[src/rtl/ps2_pkg.sv]
// ps2_pkg
//   Shared definitions for the PS/2 host transmitter: the FSM state type,
//   PS/2 frame constants and the parity helper.
//   No ports.
package ps2_pkg;

  typedef enum logic [2:0] {
    IDLE,
    INHIBIT,
    START,
    BITS,
    ACK,
    RECOVER
  } ps2_state_e;

  // Host-to-device frame: 8 data bits, parity, stop, then the device ack edge.
  localparam int unsigned PS2_FRAME_EDGES = 11;
  localparam int unsigned PS2_DATA_BITS   = 8;
  localparam bit          PS2_PARITY_ODD  = 1'b1;

  function automatic logic ps2_parity(input logic [7:0] b);
    return PS2_PARITY_ODD ? ~^b : ^b;
  endfunction

endpackage

[src/rtl/ps2_host_tx_if.sv]
// ps2_host_tx_if
//   Bundles the host byte handshake and the PS/2 pad signals of ps2_host_tx.
//   in_en / data            : host byte request and command byte
//   ready / done / err      : idle flag, success pulse, failure pulse
//   ps2_clk / ps2_data      : line levels as read from the pads
//   ps2_clk_oe / ps2_data_oe: 1 = pull the line low, 0 = release
//   Modports: slave = transmitter side, master = host/pad side.
interface ps2_host_tx_if;

  logic       in_en;
  logic [7:0] data;
  logic       ps2_clk;
  logic       ps2_data;
  logic       ps2_clk_oe;
  logic       ps2_data_oe;
  logic       ready;
  logic       done;
  logic       err;

  modport slave (
    input  in_en, data, ps2_clk, ps2_data,
    output ps2_clk_oe, ps2_data_oe, ready, done, err
  );

  modport master (
    output in_en, data, ps2_clk, ps2_data,
    input  ps2_clk_oe, ps2_data_oe, ready, done, err
  );

endinterface

[src/rtl/ps2_sync_edge.sv]
// ps2_sync_edge
//   Two-flop synchroniser for an asynchronous line plus a falling-edge
//   detector on the synchronised value. All flops reset to 1 (idle line).
//   sys_clk : system clock
//   rst_n   : asynchronous active-low reset
//   i_line  : raw line from the pad
//   o_sync  : synchronised line level
//   o_fall  : one-cycle flag on a synchronised 1->0 transition
module ps2_sync_edge (
  input  logic sys_clk,
  input  logic rst_n,
  input  logic i_line,
  output logic o_sync,
  output logic o_fall
);

  // [0] metastability flop, [1] synchronised level, [2] previous level
  logic [2:0] r_sh;

  always_ff @(posedge sys_clk or negedge rst_n) begin
    if (!rst_n) begin
      r_sh <= 3'b111;
    end else begin
      r_sh <= {r_sh[1:0], i_line};
    end
  end

  assign o_sync = r_sh[1];
  assign o_fall = r_sh[2] & ~r_sh[1];

endmodule

[src/rtl/ps2_host_tx.sv]
// ps2_host_tx
//   PS/2 host-to-device byte transmitter. Inhibits the clock, issues the
//   request-to-send start bit, shifts data/parity/stop on device clock
//   falling edges, checks the device ack and waits for the bus to go idle.
//   sys_clk : system clock (single domain)
//   rst_n   : asynchronous active-low reset
//   bus     : ps2_host_tx_if.slave (byte handshake, pad levels, pad enables)
//
//   state   | meaning
//   --------+------------------------------------------------------------
//   IDLE    | ready, lines released, waiting for in_en
//   INHIBIT | clock held low for INHIBIT_CYC cycles
//   START   | clock and data low for one cycle (start bit)
//   BITS    | clock released, next bit driven on each device falling edge
//   ACK     | stop bit out, waiting for the ack edge
//   RECOVER | waiting for both lines high before reporting
module ps2_host_tx
  import ps2_pkg::*;
#(
  parameter int unsigned CLK_HZ     = 100_000_000,
  parameter int unsigned INHIBIT_US = 100,
  parameter int unsigned TIMEOUT_US = 15000
) (
  input  logic           sys_clk,
  input  logic           rst_n,
  ps2_host_tx_if.slave   bus
);

  localparam int unsigned INHIBIT_CYC = CLK_HZ / 1_000_000 * INHIBIT_US;
  localparam int unsigned TIMEOUT_CYC = CLK_HZ / 1_000_000 * TIMEOUT_US;
  localparam int unsigned MAX_CYC     = (INHIBIT_CYC > TIMEOUT_CYC) ? INHIBIT_CYC : TIMEOUT_CYC;
  localparam int unsigned CNT_W       = $clog2(MAX_CYC) + 1;

  // Edge index (0-based) on which the stop bit goes out.
  localparam logic [3:0] STOP_IDX = 4'(PS2_FRAME_EDGES - 2);

  ps2_state_e       r_state;
  ps2_state_e       w_state_nxt;
  logic [CNT_W-1:0] r_cnt;
  logic [CNT_W-1:0] w_cnt_nxt;
  logic [3:0]       r_bit_idx;
  logic [3:0]       w_bit_idx_nxt;
  logic [7:0]       r_byte;
  logic [7:0]       w_byte_nxt;
  logic             r_parity;
  logic             w_parity_nxt;
  logic             r_drive;
  logic             w_drive_nxt;
  logic             r_acked;
  logic             w_acked_nxt;
  logic [1:0]       r_data_sync;

  logic w_clk_s;
  logic w_clk_fall;
  logic w_data_s;
  logic w_timeout;
  logic w_inhibit_end;
  logic w_clk_oe;
  logic w_data_oe;
  logic w_ready;
  logic w_done;
  logic w_err;

  ps2_sync_edge u_clk_sync (
    .sys_clk (sys_clk),
    .rst_n   (rst_n),
    .i_line  (bus.ps2_clk),
    .o_sync  (w_clk_s),
    .o_fall  (w_clk_fall)
  );

  always_ff @(posedge sys_clk or negedge rst_n) begin
    if (!rst_n) begin
      r_data_sync <= 2'b11;
    end else begin
      r_data_sync <= {r_data_sync[0], bus.ps2_data};
    end
  end

  assign w_data_s = r_data_sync[1];

  assign w_inhibit_end = (r_cnt == CNT_W'(INHIBIT_CYC - 1));
  assign w_timeout     = (r_cnt == CNT_W'(TIMEOUT_CYC - 1));

  always_ff @(posedge sys_clk or negedge rst_n) begin
    if (!rst_n) begin
      r_state <= IDLE;
    end else begin
      r_state <= w_state_nxt;
    end
  end

  always_comb begin
    w_state_nxt   = r_state;
    w_cnt_nxt     = r_cnt + CNT_W'(1);
    w_bit_idx_nxt = r_bit_idx;
    w_byte_nxt    = r_byte;
    w_parity_nxt  = r_parity;
    w_drive_nxt   = r_drive;
    w_acked_nxt   = r_acked;
    w_clk_oe      = 1'b0;
    w_data_oe     = 1'b0;
    w_ready       = 1'b0;
    w_done        = 1'b0;
    w_err         = 1'b0;

    case (r_state)
      IDLE: begin
        w_ready   = 1'b1;
        w_cnt_nxt = '0;
        if (bus.in_en) begin
          w_byte_nxt   = bus.data;
          w_parity_nxt = ps2_parity(bus.data);
          w_state_nxt  = INHIBIT;
        end
      end

      INHIBIT: begin
        w_clk_oe = 1'b1;
        if (w_inhibit_end) begin
          w_state_nxt = START;
        end
      end

      START: begin
        w_clk_oe      = 1'b1;
        w_data_oe     = 1'b1;
        w_cnt_nxt     = '0;
        w_bit_idx_nxt = '0;
        w_drive_nxt   = 1'b1;    // start bit stays on the line into BITS
        w_acked_nxt   = 1'b0;
        w_state_nxt   = BITS;
      end

      BITS: begin
        w_data_oe = r_drive;
        // An edge takes priority over a coincident timeout: the device is alive.
        if (w_clk_fall) begin
          w_cnt_nxt     = '0;
          w_bit_idx_nxt = r_bit_idx + 4'd1;
          if (r_bit_idx < 4'(PS2_DATA_BITS)) begin
            w_drive_nxt = ~r_byte[r_bit_idx[2:0]];
          end else if (r_bit_idx != STOP_IDX) begin
            w_drive_nxt = ~r_parity;
          end else begin
            w_drive_nxt = 1'b0;
            w_state_nxt = ACK;
          end
        end else if (w_timeout) begin
          w_data_oe   = 1'b0;
          w_err       = 1'b1;
          w_state_nxt = IDLE;
        end
      end

      ACK: begin
        if (w_clk_fall) begin
          w_cnt_nxt   = '0;
          w_state_nxt = RECOVER;
          if (!w_data_s) begin
            w_acked_nxt = 1'b1;
          end else begin
            w_err = 1'b1;
          end
        end else if (w_timeout) begin
          w_err       = 1'b1;
          w_state_nxt = IDLE;
        end
      end

      RECOVER: begin
        // A nacked frame already reported err at the ack edge, so it exits quietly.
        if (w_clk_s && w_data_s) begin
          w_done      = r_acked;
          w_state_nxt = IDLE;
        end else if (w_timeout) begin
          w_err       = 1'b1;
          w_state_nxt = IDLE;
        end
      end

      default: begin
        w_state_nxt = IDLE;
      end
    endcase
  end

  always_ff @(posedge sys_clk or negedge rst_n) begin
    if (!rst_n) begin
      r_cnt     <= '0;
      r_bit_idx <= '0;
      r_byte    <= '0;
      r_parity  <= 1'b0;
      r_drive   <= 1'b0;
      r_acked   <= 1'b0;
    end else begin
      r_cnt     <= w_cnt_nxt;
      r_bit_idx <= w_bit_idx_nxt;
      r_byte    <= w_byte_nxt;
      r_parity  <= w_parity_nxt;
      r_drive   <= w_drive_nxt;
      r_acked   <= w_acked_nxt;
    end
  end

  assign bus.ps2_clk_oe  = w_clk_oe;
  assign bus.ps2_data_oe = w_data_oe;
  assign bus.ready       = w_ready;
  assign bus.done        = w_done;
  assign bus.err         = w_err;

endmodule

[src/flat_wrapper.sv]
// flat-port wrapper written by rule: the top's interface ports become plain ports
module ps2_host_tx_flat import ps2_pkg::*;
#(
  parameter int unsigned CLK_HZ     = 100_000_000,
  parameter int unsigned INHIBIT_US = 100,
  parameter int unsigned TIMEOUT_US = 15000
)
  (sys_clk, rst_n, bus_in_en, bus_data, bus_ps2_clk, bus_ps2_data, bus_ps2_clk_oe, bus_ps2_data_oe, bus_ready, bus_done, bus_err);
  ps2_host_tx_if bus_i ();
  input  logic sys_clk;
  input  logic rst_n;
  input wire logic [$bits(bus_i.in_en)-1:0] bus_in_en;
  input wire logic [$bits(bus_i.data)-1:0] bus_data;
  input wire logic [$bits(bus_i.ps2_clk)-1:0] bus_ps2_clk;
  input wire logic [$bits(bus_i.ps2_data)-1:0] bus_ps2_data;
  output wire logic [$bits(bus_i.ps2_clk_oe)-1:0] bus_ps2_clk_oe;
  output wire logic [$bits(bus_i.ps2_data_oe)-1:0] bus_ps2_data_oe;
  output wire logic [$bits(bus_i.ready)-1:0] bus_ready;
  output wire logic [$bits(bus_i.done)-1:0] bus_done;
  output wire logic [$bits(bus_i.err)-1:0] bus_err;
  assign bus_i.in_en = bus_in_en;
  assign bus_i.data = bus_data;
  assign bus_i.ps2_clk = bus_ps2_clk;
  assign bus_i.ps2_data = bus_ps2_data;
  assign bus_ps2_clk_oe = bus_i.ps2_clk_oe;
  assign bus_ps2_data_oe = bus_i.ps2_data_oe;
  assign bus_ready = bus_i.ready;
  assign bus_done = bus_i.done;
  assign bus_err = bus_i.err;
  ps2_host_tx #(.CLK_HZ(CLK_HZ), .INHIBIT_US(INHIBIT_US), .TIMEOUT_US(TIMEOUT_US)) u_core (.sys_clk(sys_clk), .rst_n(rst_n), .bus(bus_i));
endmodule
[config.mk]
export PLATFORM = sky130hd
export DESIGN_NAME = ps2_host_tx_flat
export DESIGN_NICKNAME = d
export VERILOG_FILES = /design/src/rtl/ps2_pkg.sv /design/src/rtl/ps2_host_tx_if.sv /design/src/rtl/ps2_sync_edge.sv /design/src/rtl/ps2_host_tx.sv /design/src/flat_wrapper.sv
export SDC_FILE = /design/constraint.sdc
export NUM_CORES = 1
export LEC_CHECK = 0
export CAP_MARGIN = 20
export CORE_MARGIN = 4
export CORE_UTILIZATION = 25
export CTS_BUF_LIST = sky130_fd_sc_hd__clkbuf_16
export CTS_CLUSTER_SIZE = 10
export DETAILED_ROUTE_END_ITERATION = 10
export PLACE_DENSITY = 0.48
export SLEW_MARGIN = 5
export SYNTH_ARGS = -nofsm -noshare
export SYNTH_HDL_FRONTEND = slang
export SYNTH_SLANG_ARGS = --single-unit
[constraint.sdc]
create_clock -name sys_clk -period 2.24 [get_ports sys_clk]
set_input_delay 0.448 -clock sys_clk [delete_from_list [all_inputs] [get_ports sys_clk]]
set_output_delay 0.448 -clock sys_clk [all_outputs]
set_load 0.05 [all_outputs]
==> flow_summary.json <==
{
  "worst_slew_pin_slew_ps": 428.6,
  "yosys_warnings": 0,
  "h-tree-depth": 2,
  "stdcell_count": 370,
  "clk_pin_slew_ps": 60,
  "diodes": 0,
  "grt_usage_pct": 9.729,
  "netlist_area_um2": 2320,
  "grt_max_degree": 23,
  "timing.fmax_ghz": 0.4234,
  "power_frac_comb_pct": 34.9,
  "ctsHoldBuffers": 0,
  "core-area_um2": 8891,
  "max_slew_margin_pct": 71.16,
  "final_layout_size_suffix_gt1_share_pct": 23.28,
  "vias_per_cell": 4.646,
  "area_delta_synth_final_pct": 26.81,
  "grt_pass1_wl_mm": 8.818,
  "cp.required_ps": 1790,
  "criticalPathCategory": "reg -> out",
  "routed_wirelength_mm": 4.867,
  "synth_cell_types": 44,
  "die_w_um": 104.3,
  "place_congestion": 0.7779,
  "violations": "negative setup slack",
  "antenna_found_initial": 0,
  "final.setup.worst_slack_ps": -121.6,
  "synthFlopType": "dfrtp_1",
  "clk_path_buf_depth": 2,
  "worstPathMaxFanout": 3,
  "sequentialPowerShare_pct": 38.1,
  "status": "finished with violations",
  "hp-class": "in -> async",
  "finClkSkew_ps": 5.146,
  "regToRegEndpoint": "u_core.r_state[1]",
  "post_drt_wl_per_cell_um": 13.15,
  "layout.nets": 277,
  "synthArstFlopShare_pct": 100.0,
  "intPower_mw": 1.989,
  "syn-num-nets": 242,
  "peakVddDrop_mv": 0.3332,
  "port_buffers": 17,
  "cts_tree": "done",
  "row_count": 34,
  "total_power_mw": 2.974,
  "pin_count": 18,
  "clkSinkCount": 45,
  "seq_area_frac_synth_pct": 48.81,
  "power.density_nw_per_um2": 1011,
  "avgSynthCellArea_um2": 10.26,
  "r2r_cells": 7,
  "endpoint_kind": "output pin",
  "p_switching_uw": 984.7,
  "place_inst": 360,
  "drt_iter0_markers": 92,
  "hold_viol": 0,
  "clock_latency_ps": 280,
  "tns_ps": -191.1,
  "first_pass_iters": 4,
  "synth-edff-count": 0,
  "startpoint_type": "register",
  "dieArea_um2": 10880,
  "cp.arrival_ps": 1910,
  "synthCells": 226,
  "fillers": 904,
  "cts-root-buf": "clkbuf_16",
  "die_y_um": 104.3,
  "postRouteAntennaNets": 0,
  "maxCapViolations": 0,
  "grt-ovfl-total": 0,
  "rrSetupSlack_ps": 260,
  "leakage_nw": 1.252,
  "timing.rr.start": "u_core.r_cnt[0]",
  "via_count": 1719,
  "period_needed_ps": 2362,
  "dp_hpwl_mm": 3.639,
  "slew_violations": 0,
  "initial_core_util_pct": 26.09,
  "rsz0062_at_grt": "yes",
  "clkPwrFrac_pct": 27.1,
  "drc": 0,
  "swShare_pct": 33.11,
  "setup_violations": 2,
  "grt_pass1_vias": 1864,
  "fin_crit_sh_pct": 105.4,
  "cts_inserted_buffers": 5,
  "ys_ff_latch": 45,
  "post-place-ws_ps": 10.05,
  "worst_hold_slack_ps": 99.34
}
==> cells by family after synthesis <==
| group | count (synthesis) | synth area share, % |
|---|---|---|
| xor+xnor | 28 | 10.57 |
| buf+inv | 12 | 2.696 |
| flops | 45 | 48.81 |
| mux | 11 | 6.311 |
| simple gates | 102 | 23.57 |
| compound gates | 25 | 6.419 |
| fa+ha+maj | 3 | 1.618 |
==> cell usage after synthesis, types with 4 or more instances <==
cell type	instances	area, um^2
and2_1	5	31.28
clkbuf_1	4	15.01
nor2_1	34	127.6
nand2_1	11	41.29
xnor2_1	13	113.9
xor2_1	15	131.4
dfrtp_1	40	1001
a21oi_1	5	25.02
dfstp_2	5	131.4
and3_1	7	43.79
mux2_2	9	101.4
nand3_1	13	65.06
nor4_1	4	25.02
o21ai_0	11	55.05
nand4_1	6	37.54
==> worst max-delay path by stage <==
| stage | startpoint | depth (start not counted) | slack, ps | end |
|---|---|---|---|---|
| global route | u_core.r_cnt[0] | 7 | -210 | bus_ps2_data_oe |
| finish | u_core.r_cnt[0] | 7 | -120 | bus_ps2_data_oe |
| detailed placement | u_core.r_cnt[0] | 7 | 10 | bus_ps2_data_oe |
| CTS | u_core.r_cnt[0] | 7 | -140 | bus_ps2_data_oe |
| global placement | u_core.r_cnt[0] | 7 | 40 | bus_ps2_data_oe |
| floorplan | u_core.r_cnt[0] | 5 | -190 | bus_err |
==> placed cells by master (no fill, tap or decap), drive strengths merged, types with 3 or more instances in the layout <==
master	n
dfstp	5
dfrtp	40
xnor2	13
clkdlybuf4s50	11
inv	4
mux2	9
xor2	15
ha	3
nor3	3
nor4	5
nand4	6
and2	5
buf	26
nor2b	3
o21ai	11
a21oi	5
nor2	34
nand3	13
clkbuf	5
or3	3
nand2	11
and3	7
==> cell type report <==
| class | count | area (um^2) | area share (%) |
|---|---|---|---|
| Sequential cell | 45 | 1132 | 38.49 |
| Tap cell | 108 | 135.1 | 4.594 |
| Multi-Input combinational cell | 169 | 1156 | 39.30 |
| Clock buffer | 5 | 125.1 | 4.254 |
| Clock inverter | 3 | 37.54 | 1.276 |
| Inverter | 3 | 11.26 | 0.3828 |
| Timing Repair Buffer | 37 | 344.1 | 11.70 |
==> critical path, cell delays in order, from the launching register on <==
cell	delay [ps]
dfrtp_1	350
ha_2	180
and3_4	190
nand4_1	120
or3_4	440
o21ai_2	140
a21oi_2	70
buf_6	150
==> routing by layer <==
| metal | vias to the layer above | share of wire, % | routed length (um) | track usage (%) |
|---|---|---|---|---|
| met5 | - | 0 | 0 | 0 |
| met4 | 0 | 0.66 | 32 | 2.659 |
| met3 | 4 | 2.9 | 142 | 2.669 |
| met2 | 14 | 50 | 2415 | 16.28 |
| met1 | 844 | 47 | 2276 | 12.30 |
| li1 | 857 | - | - | - |
==> per-stage QoR <==
| stage | cell area, um^2 | utilization (%) |
|---|---|---|
| final | 2942 | 33.08 |
| after global routing | 2942 | 33.08 |
| after CTS | 2942 | 33.08 |
| after detailed placement | 2738 | 30.79 |
| after global placement | 2738 | 30.79 |
| after floorplan | 2328 | - |
==> state kept, by name, indices dropped and copies added (netlist names) <==
register / cells
u_core.r_state: 3
u_core.r_parity: 1
u_core.r_cnt: 22
u_core.r_drive: 1
u_core.u_clk_sync.r_sh: 3
u_core.r_bit_idx: 4
u_core.r_data_sync: 2
u_core.r_byte: 8
u_core.r_acked: 1
==> timing repair <==
item,4_1_cts,5_1_grt
gates cloned,0,0
setup endpoints to repair,2,2
gates resized for setup,7,0
pin swaps,4,0
endpoints found under the hold margin,0,0
buffers inserted,2,0
==> power groups by stage <==
stage	clock network [mW]	logic (mW)	registers (mW)
final	0.805	1.04	1.13
after global placement	0	1.03	1.14
after floorplan	0	0.778	1.08
after detailed placement	0	1.03	1.15
after CTS	0.841	1.06	1.13
after global routing	0.869	1.14	1.17
(Power assumes the default switching activity.)
